<file path="src/rtl/paddle_ctrl.sv">
// Paddle controller: debounced active-low buttons or ball auto-tracking drive a
// paddle along [0, DRAW_W-BOARD_W], with step doubling while a direction is held.

module paddle_ctrl_deb #(
    parameter int DEB_N = 4
) (
    input  logic i_clk,
    input  logic i_rst_n,
    input  logic i_raw,
    output logic o_lvl
);
    localparam int CW = (DEB_N > 1) ? $clog2(DEB_N) : 1;

    logic [CW-1:0] r_cnt;
    logic          r_lvl;

    // The level only flips after DEB_N consecutive samples disagree with it.
    always_ff @(posedge i_clk or negedge i_rst_n) begin
        if (!i_rst_n) begin
            r_cnt <= '0;
            r_lvl <= 1'b1;
        end else if (i_raw == r_lvl) begin
            r_cnt <= '0;
        end else if (r_cnt == CW'(DEB_N - 1)) begin
            r_lvl <= i_raw;
            r_cnt <= '0;
        end else begin
            r_cnt <= r_cnt + 1'b1;
        end
    end

    assign o_lvl = r_lvl;
endmodule

module paddle_ctrl #(
    parameter int DRAW_W     = 640,
    parameter int BOARD_W    = 100,
    parameter int BALL_W     = 100,
    parameter int POS_W      = 16,
    parameter int DEB_N      = 4,
    parameter int SPEED_MIN  = 1,
    parameter int SPEED_MAX  = 8,
    parameter int ACCEL_HOLD = 16,
    parameter int TRACK_DEAD = 4
) (
    input  logic             button_clk,
    input  logic             rst_n,
    input  logic             button_left,
    input  logic             button_right,
    input  logic             auto_en,
    input  logic [POS_W-1:0] ball_x,
    output logic [POS_W-1:0] board_x,
    output logic [7:0]       speed,
    output logic [1:0]       dir_state,
    output logic             at_edge
);
    localparam int XMAX = DRAW_W - BOARD_W;
    localparam int HW   = $clog2(ACCEL_HOLD + 1);
    localparam logic [POS_W:0] XMAX_E     = (POS_W+1)'(XMAX);
    localparam logic [POS_W:0] HALF_BALL  = (POS_W+1)'(BALL_W / 2);
    localparam logic [POS_W:0] HALF_BOARD = (POS_W+1)'(BOARD_W / 2);
    localparam logic [POS_W:0] DEAD       = (POS_W+1)'(TRACK_DEAD);
    localparam logic [HW-1:0]  HOLD_LAST  = HW'(ACCEL_HOLD - 1);

    typedef enum logic [1:0] {IDLE = 2'd0, LEFT = 2'd1, RIGHT = 2'd2} dir_t;

    dir_t             r_dir;
    logic [POS_W-1:0] r_board_x;
    logic [7:0]       r_speed;
    logic [HW-1:0]    r_hold;

    logic [1:0]       w_raw;
    logic [1:0]       w_lvl;
    dir_t             w_cmd;
    logic [POS_W:0]   w_x_e;
    logic [POS_W:0]   w_ball_c;
    logic [POS_W:0]   w_tgt;
    logic [POS_W:0]   w_right_sum;
    logic [POS_W-1:0] w_spd_p;
    logic [POS_W-1:0] w_x_nxt;
    logic [8:0]       w_dbl;
    logic [7:0]       w_spd_up;

    assign w_raw = {button_right, button_left};

    genvar g;
    generate
        for (g = 0; g < 2; g++) begin : g_deb
            paddle_ctrl_deb #(.DEB_N(DEB_N)) u_deb (
                .i_clk  (button_clk),
                .i_rst_n(rst_n),
                .i_raw  (w_raw[g]),
                .o_lvl  (w_lvl[g])
            );
        end
    endgenerate

    always_comb begin
        w_x_e    = {1'b0, r_board_x};
        // Centre the paddle under the ball; a target left of zero clamps to 0.
        w_ball_c = {1'b0, ball_x} + HALF_BALL;
        w_tgt    = (w_ball_c < HALF_BOARD) ? '0 : w_ball_c - HALF_BOARD;
        if (w_tgt > XMAX_E)
            w_tgt = XMAX_E;

        w_cmd = IDLE;
        if (auto_en) begin
            if (w_x_e + DEAD < w_tgt)
                w_cmd = RIGHT;
            else if (w_x_e > w_tgt + DEAD)
                w_cmd = LEFT;
        end else if (!w_lvl[0] && w_lvl[1]) begin
            w_cmd = LEFT;
        end else if (w_lvl[0] && !w_lvl[1]) begin
            w_cmd = RIGHT;
        end

        w_dbl    = {r_speed, 1'b0};
        w_spd_up = (w_dbl > 9'(SPEED_MAX)) ? 8'(SPEED_MAX) : w_dbl[7:0];

        w_spd_p     = POS_W'(r_speed);
        w_right_sum = w_x_e + {1'b0, w_spd_p};
        w_x_nxt     = r_board_x;
        case (r_dir)
            LEFT:    w_x_nxt = (r_board_x > w_spd_p) ? r_board_x - w_spd_p : '0;
            RIGHT:   w_x_nxt = (w_right_sum > XMAX_E) ? XMAX_E[POS_W-1:0] : w_right_sum[POS_W-1:0];
            default: w_x_nxt = r_board_x;
        endcase
    end

    always_ff @(posedge button_clk or negedge rst_n) begin
        if (!rst_n) begin
            r_dir     <= IDLE;
            r_board_x <= POS_W'(XMAX / 2);
            r_speed   <= 8'(SPEED_MIN);
            r_hold    <= '0;
        end else begin
            r_dir     <= w_cmd;
            r_board_x <= w_x_nxt;
            if (w_cmd != r_dir || r_dir == IDLE) begin
                r_speed <= 8'(SPEED_MIN);
                r_hold  <= '0;
            end else if (r_hold == HOLD_LAST) begin
                r_speed <= w_spd_up;
                r_hold  <= '0;
            end else begin
                r_hold <= r_hold + 1'b1;
            end
        end
    end

    assign board_x   = r_board_x;
    assign speed     = r_speed;
    assign dir_state = r_dir;
    assign at_edge   = (r_board_x == '0) || (w_x_e == XMAX_E);
endmodule

</file>
<file path="config.mk">
export PLATFORM = sky130hd
export DESIGN_NAME = paddle_ctrl
export DESIGN_NICKNAME = d
export VERILOG_FILES = /design/src/rtl/paddle_ctrl.sv
export SDC_FILE = /design/constraint.sdc
export NUM_CORES = 1
export LEC_CHECK = 0
export CORE_MARGIN = 3
export CORE_UTILIZATION = 51
export CTS_BUF_LIST = sky130_fd_sc_hd__clkbuf_8 sky130_fd_sc_hd__clkbuf_16
export CTS_CLUSTER_DIAMETER = 150
export DETAILED_ROUTE_END_ITERATION = 8
export GPL_ROUTABILITY_DRIVEN = 0
export PLACE_DENSITY_LB_ADDON = 0.3
export SETUP_SLACK_MARGIN = 0.1
export SLEW_MARGIN = 15
export SYNTH_ARGS = -nofsm -noshare
export SYNTH_HDL_FRONTEND = slang
export SYNTH_SLANG_ARGS = --single-unit
</file>
<file path="constraint.sdc">
create_clock -name button_clk -period 3.2 [get_ports button_clk]
set_input_delay 0.32 -clock button_clk [delete_from_list [all_inputs] [get_ports button_clk]]
set_output_delay 0.32 -clock button_clk [all_outputs]
set_load 0.02 [all_outputs]
</file>
==> results.toml, run 1 <==
[routing]
drt_iter0_drc = 445
num_vias = 5708
final_antenna_net_count = 0
dr.pass1.iters = 6
wl_per_cell_um = 20.59
drc = 0
routed_via_density = 6.435
wl_um = 18270

[layout]
syn_to_final_growth_pct = 51.99
nFillCells = 494
num-nets-final = 857
design_area_um2 = 7118
final-instance-count-excl-fill = 887
seq_area_um2 = 934.6
drive_gt1_frac = 0.3569
multi_input_area_um2 = 4143
diodes = 0

[setup_path]
cpLargestDelayFamily = "simple AND/OR/NAND/NOR gates"
endpoint = "speed[5]"
cp.arrival_ps = 5250
r2r-start = "board_x[8]"
r2r_setup_slack_ps = -140
r2r_end = "speed[3]"
worstRegToRegCells = 13
crit_path_max_incr_delay_ps = 590
path_depth = 26
required_ps = 3400
path_buf_inv = 5
slowest_stage = "or4b_4"
worst_setup_path_end_kind = "register"
crit_path_start = "ball_x[2]"
crit_fanout = 7
crit_path_start_kind = "primary input"
worstSetupPathType = "primary input to register"

[sta]
final-hold-violation-count = 0
period_minus_slack_ps = 5051
rsz0062_at_grt = "yes"
whs_ps = 448.8
min_period_over_period = 1.578
worst_pin_slew_ps = 1061
setup_ws_ps = -1851
finalMaxSlewViolations = 0
max-slew-margin-rel = 0.2902
tns_ps = -25460
clock.fmax_ghz = 0.1980
fin_skew_ps = 8.619
setup_violations = 15

[floorplanning]
chipWidth_um = 101.8
dieArea_um2 = 10370
rows = 34
die_y_um = 101.8
fp.coreArea_um2 = 8806
initial_utilization = 0.5318
ioPinCount = 48

[yosys]
synth_top_cell_area_share = 0.1603
ys_types = 75
synth_edf_count = 0
syn_inst = 584
yosysSeqAreaShare = 0.1996
synth_area_um2 = 4683
ys_async_sr_fraction = 1.000
synth.area.top_cells = "dfrtp_1 (16%), ha_1 (15%), xnor2_1 (6.0%)"
synth.most_common_cell = "ha_1"
yosysTopAreaCell = "dfrtp_1"
avgSynthCellArea_um2 = 8.019
yosys_register_bits = 37
synthTopCellsByCount = "ha_1 (56), nor2_1 (54), nand2_1 (39), o21ai_0 (32), xnor2_1 (32)"
ys.flop_type = "dfrtp_1"
yosysWarnings = 0

[place]
placed_area_um2 = 6227
io_buffers = 47
dpl.hpwl_um = 11300
dp_cells = 842

[clocking]
clockBufferDepth = 2
tritoncts = "done"
cts_buffers = 5
h-tree-depth = 2
ctsHoldBuffers = 0
root_buffer = "clkbuf_8"
clkLatencyLatePin_ps = 300
path_clk_slew_ps = 80
clock_sinks = 37

[pwr]
p_per_area_nw_per_um2 = 715.5
swShare = 0.4936
fin_total_pwr_mw = 5.093
leakage_nw = 3.117
power_frac_seq = 0.146
p_int_mw = 2.579
peakVddDrop_uv = 590.9
switching_power_mw = 2.514
combPwrFrac = 0.784
p_clk_frac = 0.069

[global_routing]
grt_overflow = 0
grt_pass1_wl_um = 27210
antenna_found_initial = 0
grtUsageTotal = 0.3246
grt_pass1_vias = 5859
grt_max_degree = 38

[flow_run]
maxCapViolations = 0

[min_path]
hold_class = "register to register"

[run_status]
violations = "setup timing"
status = "complete, but fails checks"
-- worst min path at each step --
stage	endpoint	depth (start not counted)	from
floorplan	board_x[0]	0	rst_n
detailed placement	g_deb[1].u_deb.r_cnt[0]	1	g_deb[1].u_deb.r_cnt[0]
finish	g_deb[1].u_deb.r_cnt[0]	1	g_deb[1].u_deb.r_cnt[0]
CTS	g_deb[1].u_deb.r_cnt[0]	1	g_deb[1].u_deb.r_cnt[0]
global placement	g_deb[0].u_deb.r_cnt[0]	1	g_deb[0].u_deb.r_cnt[0]
global route	g_deb[1].u_deb.r_cnt[0]	1	g_deb[1].u_deb.r_cnt[0]
-- cells by family (layout without fill, tap and decap cells) --
logic type | Yosys count | count (layout) | synth area share
other | 1 | 13 | 0.0008007
adder cells (fa/ha/maj) | 58 | 58 | 0.1582
AND/OR/NAND/NOR | 224 | 224 | 0.2503
buffers and inverters | 59 | 242 | 0.05129
multiplexers | 5 | 5 | 0.01149
AO/OA/AOI/OAI | 152 | 152 | 0.2386
XOR/XNOR | 48 | 48 | 0.08977
flip-flops | 37 | 37 | 0.1996
-- sequential cells by signal, summed over array words and instances (netlist names) --
name and flops:
board_x 16, speed 8, r_hold 5, g_deb.u_deb.r_cnt 4, dir_state 2, g_deb.u_deb.o_lvl 2
-- repair_timing --
| item | CTS | global route |
|---|---|---|
| buffers inserted | 29 | 10 |
| pin swaps | 57 | 29 |
| gates cloned | 1 | 0 |
| gates resized for setup | 100 | 39 |
| setup endpoints to repair | 31 | 32 |
-- power by group through the flow --
stage	clock network (mW)	logic, mW	registers, mW
after floorplan	0	1.84	0.886
after global placement	0	2.96	0.732
after detailed placement	0	3.06	0.744
after CTS	0.347	3.52	0.740
after global routing	0.370	4.26	0.759
final	0.352	4.00	0.745
-- routing by layer --
layer | up-vias | global-route usage | part of all wire | wire [um]
met5 | - | 0 | 0 | 0
met3 | 116 | 0.04369 | 0.072 | 1312
met2 | 371 | 0.5921 | 0.50 | 9222
met1 | 2716 | 0.3623 | 0.36 | 6604
li1 | 2505 | - | - | -
met4 | 0 | 0.1816 | 0.062 | 1128
-- placed cells by master (no fill, tap or decap), drive strengths merged, types with 10 or more instances in the layout --
cell type,count
a21o,10
a21oi,28
buf,162
clkdlybuf4s50,35
conb,13
dfrtp,30
ha,56
inv,29
nand2,39
nand2b,12
nand3,26
nand4,12
nor2,54
nor3,23
nor4,19
o21a,12
o21ai,32
xnor2,32
xor2,16
-- cell type report --
class,instances,area share
Clock buffer,6,0.01160
Clock inverter,2,0.001582
Inverter,29,0.01529
Multi-Input combinational cell,500,0.5820
Sequential cell,37,0.1313
Tap cell,108,0.01898
Timing Repair Buffer,205,0.2392
-- stage by stage --
step           worst slack (ps)    util
2_1_floorplan             -1573       -
3_3_place_gp              -2182  0.7072
3_5_place_dp              -2521  0.7072
4_1_cts                   -1728  0.7803
5_1_grt                   -2043  0.8083
6_report                  -1851  0.8083
(Power assumes the default switching activity.)
==> inputs of run 2 (changes only) <==
--- a/config.mk
+++ b/config.mk
@@ -6,7 +6,7 @@
 export NUM_CORES = 1
 export LEC_CHECK = 0
 export CORE_MARGIN = 3
-export CORE_UTILIZATION = 51
+export CORE_UTILIZATION = 35
 export CTS_BUF_LIST = sky130_fd_sc_hd__clkbuf_8 sky130_fd_sc_hd__clkbuf_16
 export CTS_CLUSTER_DIAMETER = 150
 export DETAILED_ROUTE_END_ITERATION = 8
==> run 2 against run 1 <==
Effect of this change: global-route usage down 12 points; highest routed layer unchanged; largest cell class unchanged; wire length down 17%; non-clock buffer count down 6; critical path type unchanged; worst hold slack worse by 320 ps; flip-flop and latch count unchanged; clock skew about the same; sequential power about the same; clock power up 87%; final cell count up 6.5%; the flow still finishes with violations (setup timing); total power up 0.79%; design area up 1.5%.
==> results.toml, run 2 (synthesis results as in run 1) <==
[setup_path]
r2r-start = "board_x[8]"
worstSetupPathType = "primary input to register"
slowest_stage = "or3b_4"
cp.arrival_ps = 4940
cp_common_cell = "buf_4"
r2r_end = "speed[3]"
crit_path_start_kind = "primary input"
r2r_setup_slack_ps = -110
worst_setup_path_end_kind = "register"
crit_path_max_incr_delay_ps = 380
required_ps = 3400
worstRegToRegCells = 14
crit_fanout = 7

[layout]
largest_reg_flops = 16
final_common_cell = "buf_4"
diodes = 0
final-instance-count-excl-fill = 945
final_cell_mix = "buf_4 (140), nor2_1 (49), ha_1 (49)"
design_area_um2 = 7227
num-nets-final = 851
drive_gt1_frac = 0.3739
syn_to_final_growth_pct = 54.31

[routing]
final_antenna_net_count = 0
drt_iter0_drc = 235
drc = 0
num_vias = 5142
wl_um = 15220
wl_per_cell_um = 16.10
dr.pass1.iters = 5
routed_via_density = 5.441

[sta]
rsz0062_at_grt = "yes"
final-hold-violation-count = 0
period_minus_slack_ps = 4746
max-slew-margin-rel = 0.2947
clock.fmax_ghz = 0.2107
fin_skew_ps = 8.284
min_period_over_period = 1.483
setup_violations = 15
worst_pin_slew_ps = 1054
finalMaxSlewViolations = 0
setup_ws_ps = -1546

[run_status]
status = "complete, but fails checks"
violations = "setup timing"

[floorplanning]
rows = 41
ioPinCount = 48
chipWidth_um = 121.7
die_y_um = 121.7
fp.coreArea_um2 = 12820
dieArea_um2 = 14800
initial_utilization = 0.3652

[place]
io_buffers = 47
dp_worst_setup_slack_ps = -2448
dp_cells = 902
placed_area_um2 = 6272
dpl.hpwl_um = 11110

[global_routing]
antenna_found_initial = 0
grt_max_degree = 38
grt_pass1_vias = 5347
grt_pass1_wl_um = 24910
grtUsageTotal = 0.2023
grt_overflow = 0

[clocking]
clock_sinks = 37
h-tree-depth = 2
clockBufferDepth = 2
root_buffer = "clkbuf_16"
path_clk_slew_ps = 60
tritoncts = "done"
cts_buffers = 5
clkLatencyLatePin_ps = 290

[pwr]
leakage_nw = 3.089
p_per_area_nw_per_um2 = 710.3
peakVddDrop_uv = 494.9
fin_total_pwr_mw = 5.133

[min_path]
hold_class = "primary input to async pin"

[flow_run]
maxCapViolations = 0
-- run 2: final cells by class --
class / count / area [um2]
fillers: 1149 / 5598
multi-input cells: 500 / 4139
repair buffers: 199 / 1634
flip-flops and latches: 37 / 935.9
well taps: 172 / 215.2
clock buffers: 5 / 125.1
inverters: 29 / 108.9
clock inverters: 3 / 68.82
-- run 2: worst max-delay path by stage --
| stage | from | endpoint | slack (ps) | depth (start not counted) |
|---|---|---|---|---|
| 6_report | ball_x[8] | speed[4] | -1550 | 26 |
| 5_1_grt | ball_x[8] | r_hold[3] | -1820 | 26 |
| 4_1_cts | ball_x[1] | speed[7] | -1710 | 25 |
| 3_5_place_dp | ball_x[2] | speed[3] | -2450 | 25 |
| 3_3_place_gp | ball_x[2] | speed[1] | -2280 | 25 |
| 2_1_floorplan | ball_x[4] | r_hold[0] | -1570 | 24 |
-- run 2: power by group --
| group | internal [mW] | leakage, nW | switching, mW |
|---|---|---|---|
| combinational | 1.70 | 2.53 | 2.03 |
| clock | 0.450 | 0.0944 | 0.208 |
| sequential | 0.628 | 0.468 | 0.114 |
| total | 2.78 | 3.09 | 2.35 |
-- run 2: stage by stage --
step / utilization / hold slack [ps] / TNS, ps
5_1_grt: 0.5635 / 186.3 / -26260
2_1_floorplan: - / 24.41 / -21700
3_3_place_gp: 0.4891 / 423.1 / -32220
3_5_place_dp: 0.4891 / 436.1 / -34700
4_1_cts: 0.5356 / 164.5 / -24040
6_report: 0.5635 / 128.3 / -21540
-- run 2: repair_timing --
item                                    4_1_cts  5_1_grt
buffers inserted                             21       16
hold buffers                                  0        0
endpoints found under the setup margin       31       31
pin swaps                                    54       61
gates resized for setup                     102       63
cloned                                        1        0
-- run 2: per-layer routing --
| layer | wire length, um | GRT usage |
|---|---|---|
| met1 | 6408 | 0.2454 |
| met2 | 7950 | 0.3765 |
| met3 | 539 | 0.02368 |
| met4 | 318 | 0.05392 |
| met5 | 0 | 0 |
-- run 2: critical path: cells and delay by family --
family | cells | cell delay (ps)
xor gates and xnor gates | 2 | 370
and+or+nand+nor | 10 | 1480
adders and majority gates | 2 | 520
AOI/OAI and AO/OA | 7 | 1510
buffers and inverters | 5 | 720
==> inputs of run 3 (changes only) <==
--- a/config.mk
+++ b/config.mk
@@ -12,7 +12,7 @@
 export DETAILED_ROUTE_END_ITERATION = 8
 export GPL_ROUTABILITY_DRIVEN = 0
 export PLACE_DENSITY_LB_ADDON = 0.3
-export SETUP_SLACK_MARGIN = 0.1
+export SETUP_SLACK_MARGIN = 0.5
 export SLEW_MARGIN = 15
 export SYNTH_ARGS = -nofsm -noshare
 export SYNTH_HDL_FRONTEND = slang
==> run 3 against run 2 <==
Effect of this change: the flow still finishes with violations (setup timing); sequential power is 1% lower; clock skew fell by 2.1 ps; worst hold slack improved by 3.5 ps; register-to-register slack is essentially flat; die area is the same; total power grew 0.65%; clock power fell by 12%; count of clock-buffer cells in the layout rose by 1; critical path depth grew 1; sequential share of layout area fell by 0.21 points; largest cell class unchanged.
==> results.toml, run 3 (synthesis results as in run 1) <==
[global_routing]
grt_pass1_wl_um = 25360
grt_overflow = 0
grt_pass1_vias = 5225
antenna_found_initial = 0
grt_max_degree = 38
grtUsageTotal = 0.2080

[floorplanning]
dieArea_um2 = 14800
initial_utilization = 0.3652
ioPinCount = 48
die_y_um = 121.7
rows = 41
chipWidth_um = 121.7
fp.coreArea_um2 = 12820

[clocking]
root_buffer = "clkbuf_16"
clkLatencyLatePin_ps = 280
cts_buffers = 5
clock_sinks = 37
h-tree-depth = 2
tritoncts = "done"
clockBufferDepth = 2
path_clk_slew_ps = 60

[layout]
syn_to_final_growth_pct = 56.69
utilization = 0.5722
design_area_um2 = 7338
num-nets-final = 851
largest_reg_flops = 16
drive_gt1_frac = 0.3842
final_common_cell = "buf_4"
final_cell_mix = "buf_4 (133), ha_1 (48), nor2_1 (46)"
diodes = 0

[pwr]
p_per_area_nw_per_um2 = 704.0
leakage_nw = 3.139
peakVddDrop_uv = 480.8

[routing]
final_antenna_net_count = 0
drt_iter0_drc = 228
num_vias = 5139
drc = 0
wl_per_cell_um = 16.65
wl_um = 15730
dr.pass1.iters = 5
routed_via_density = 5.438

[flow_run]
maxCapViolations = 0

[sta]
fin_skew_ps = 6.161
final-hold-violation-count = 0
rsz0062_at_grt = "yes"
setup_ws_ps = -1581
setup_violations = 15
finalMaxSlewViolations = 0
clock.fmax_ghz = 0.2091
min_period_over_period = 1.494
max-slew-margin-rel = 0.3809
period_minus_slack_ps = 4781
worst_pin_slew_ps = 925.2

[run_status]
violations = "setup timing"
status = "complete, but fails checks"

[min_path]
hold_class = "primary input to async pin"

[place]
dpl.hpwl_um = 11430
io_buffers = 47
placed_area_um2 = 6295

[setup_path]
worst_setup_path_end_kind = "register"
worstSetupPathType = "primary input to register"
crit_path_start_kind = "primary input"
cp.arrival_ps = 4970
crit_fanout = 7
required_ps = 3390
run 3: cell types whose count changed in the layout (fill, tap and decap cells not counted), moves of 3 or more:
cell,change
nor2_1,-3
o21ai_0,-6
buf_6,+4
o21ai_1,+3
buf_4,-7
a21oi_2,+3
run 3: per-layer routing:
| layer | GRT usage | wire [um] |
|---|---|---|
| met1 | 0.2572 | 6673 |
| met2 | 0.3807 | 8118 |
| met3 | 0.01811 | 538 |
| met4 | 0.06653 | 402 |
| met5 | 0 | 0 |
run 3: where the power goes:
group | total [mW] | internal (mW) | switching, mW | leakage [nW]
combinational | 3.85 | 1.76 | 2.09 | 2.59
sequential | 0.732 | 0.626 | 0.106 | 0.470
clock | 0.580 | 0.389 | 0.191 | 0.0831
run 3: layout make-up:
cell class | instances | area, um2
repair buffers | 199 | 1680
inverters | 29 | 111.4
clock inverters | 2 | 37.54
multi-input cells | 500 | 4220
fillers | 1147 | 5487
flip-flops and latches | 37 | 934.6
well taps | 172 | 215.2
clock buffers | 6 | 138.9
run 3: worst max-delay path: stages:
cell and delay (ps):
buf_8 80, ha_4 140, a211oi_4 90, buf_6 140, or3b_4 380, a22oi_2 260
nor4_4 100, buf_4 150, and4b_1 180, a211o_1 300, o2111ai_4 280, nor2_2 90
o21ai_2 200, ha_4 200, nand2_2 60, xnor2_2 180, nand3_2 120, ha_4 280
nand3_1 70, or2_4 250, nor4_4 160, nor3_2 80, o41ai_2 70, a22oi_2 180
xnor2_2 200, buf_6 170, nor4_4 250
run 3: worst paths after layout:
kind                                          from                      end  slack (ps)  cells past startpoint
max reg2reg                             board_x[8]                 speed[3]        -110                     17
max in group asynchronous                    rst_n               board_x[0]        2550                      1
min in group button_clk    g_deb[0].u_deb.r_cnt[0]  g_deb[0].u_deb.r_cnt[0]         440                      1
min                                          rst_n                r_hold[1]         130                      1
min reg2reg                g_deb[0].u_deb.r_cnt[0]  g_deb[0].u_deb.r_cnt[0]         440                      1
max                                      ball_x[2]                 speed[7]       -1580                     27
run 3: what timing repair did:
item	CTS	global route
setup endpoints to repair	32	31
gates resized for setup	130	32
hold buffers	0	0
pin swaps	67	28
buffers inserted	34	6
endpoints found under the hold margin	0	0
gates cloned	1	1
run 3: through the flow:
| step | hold WS (ps) | cells | worst slack, ps | total power [mW] | TNS, ps |
|---|---|---|---|---|---|
| floorplan | 24.41 | 596 | -1573 | 2.867 | -21700 |
| global route | 176.8 | 945 | -1835 | 5.531 | -26160 |
| global placement | 423.7 | 895 | -2288 | 3.842 | -32480 |
| detailed placement | 438.6 | 895 | -2601 | 3.947 | -35260 |
| finish | 131.8 | 945 | -1581 | 5.167 | -22430 |
| CTS | 155.7 | 938 | -1597 | 4.931 | -22670 |
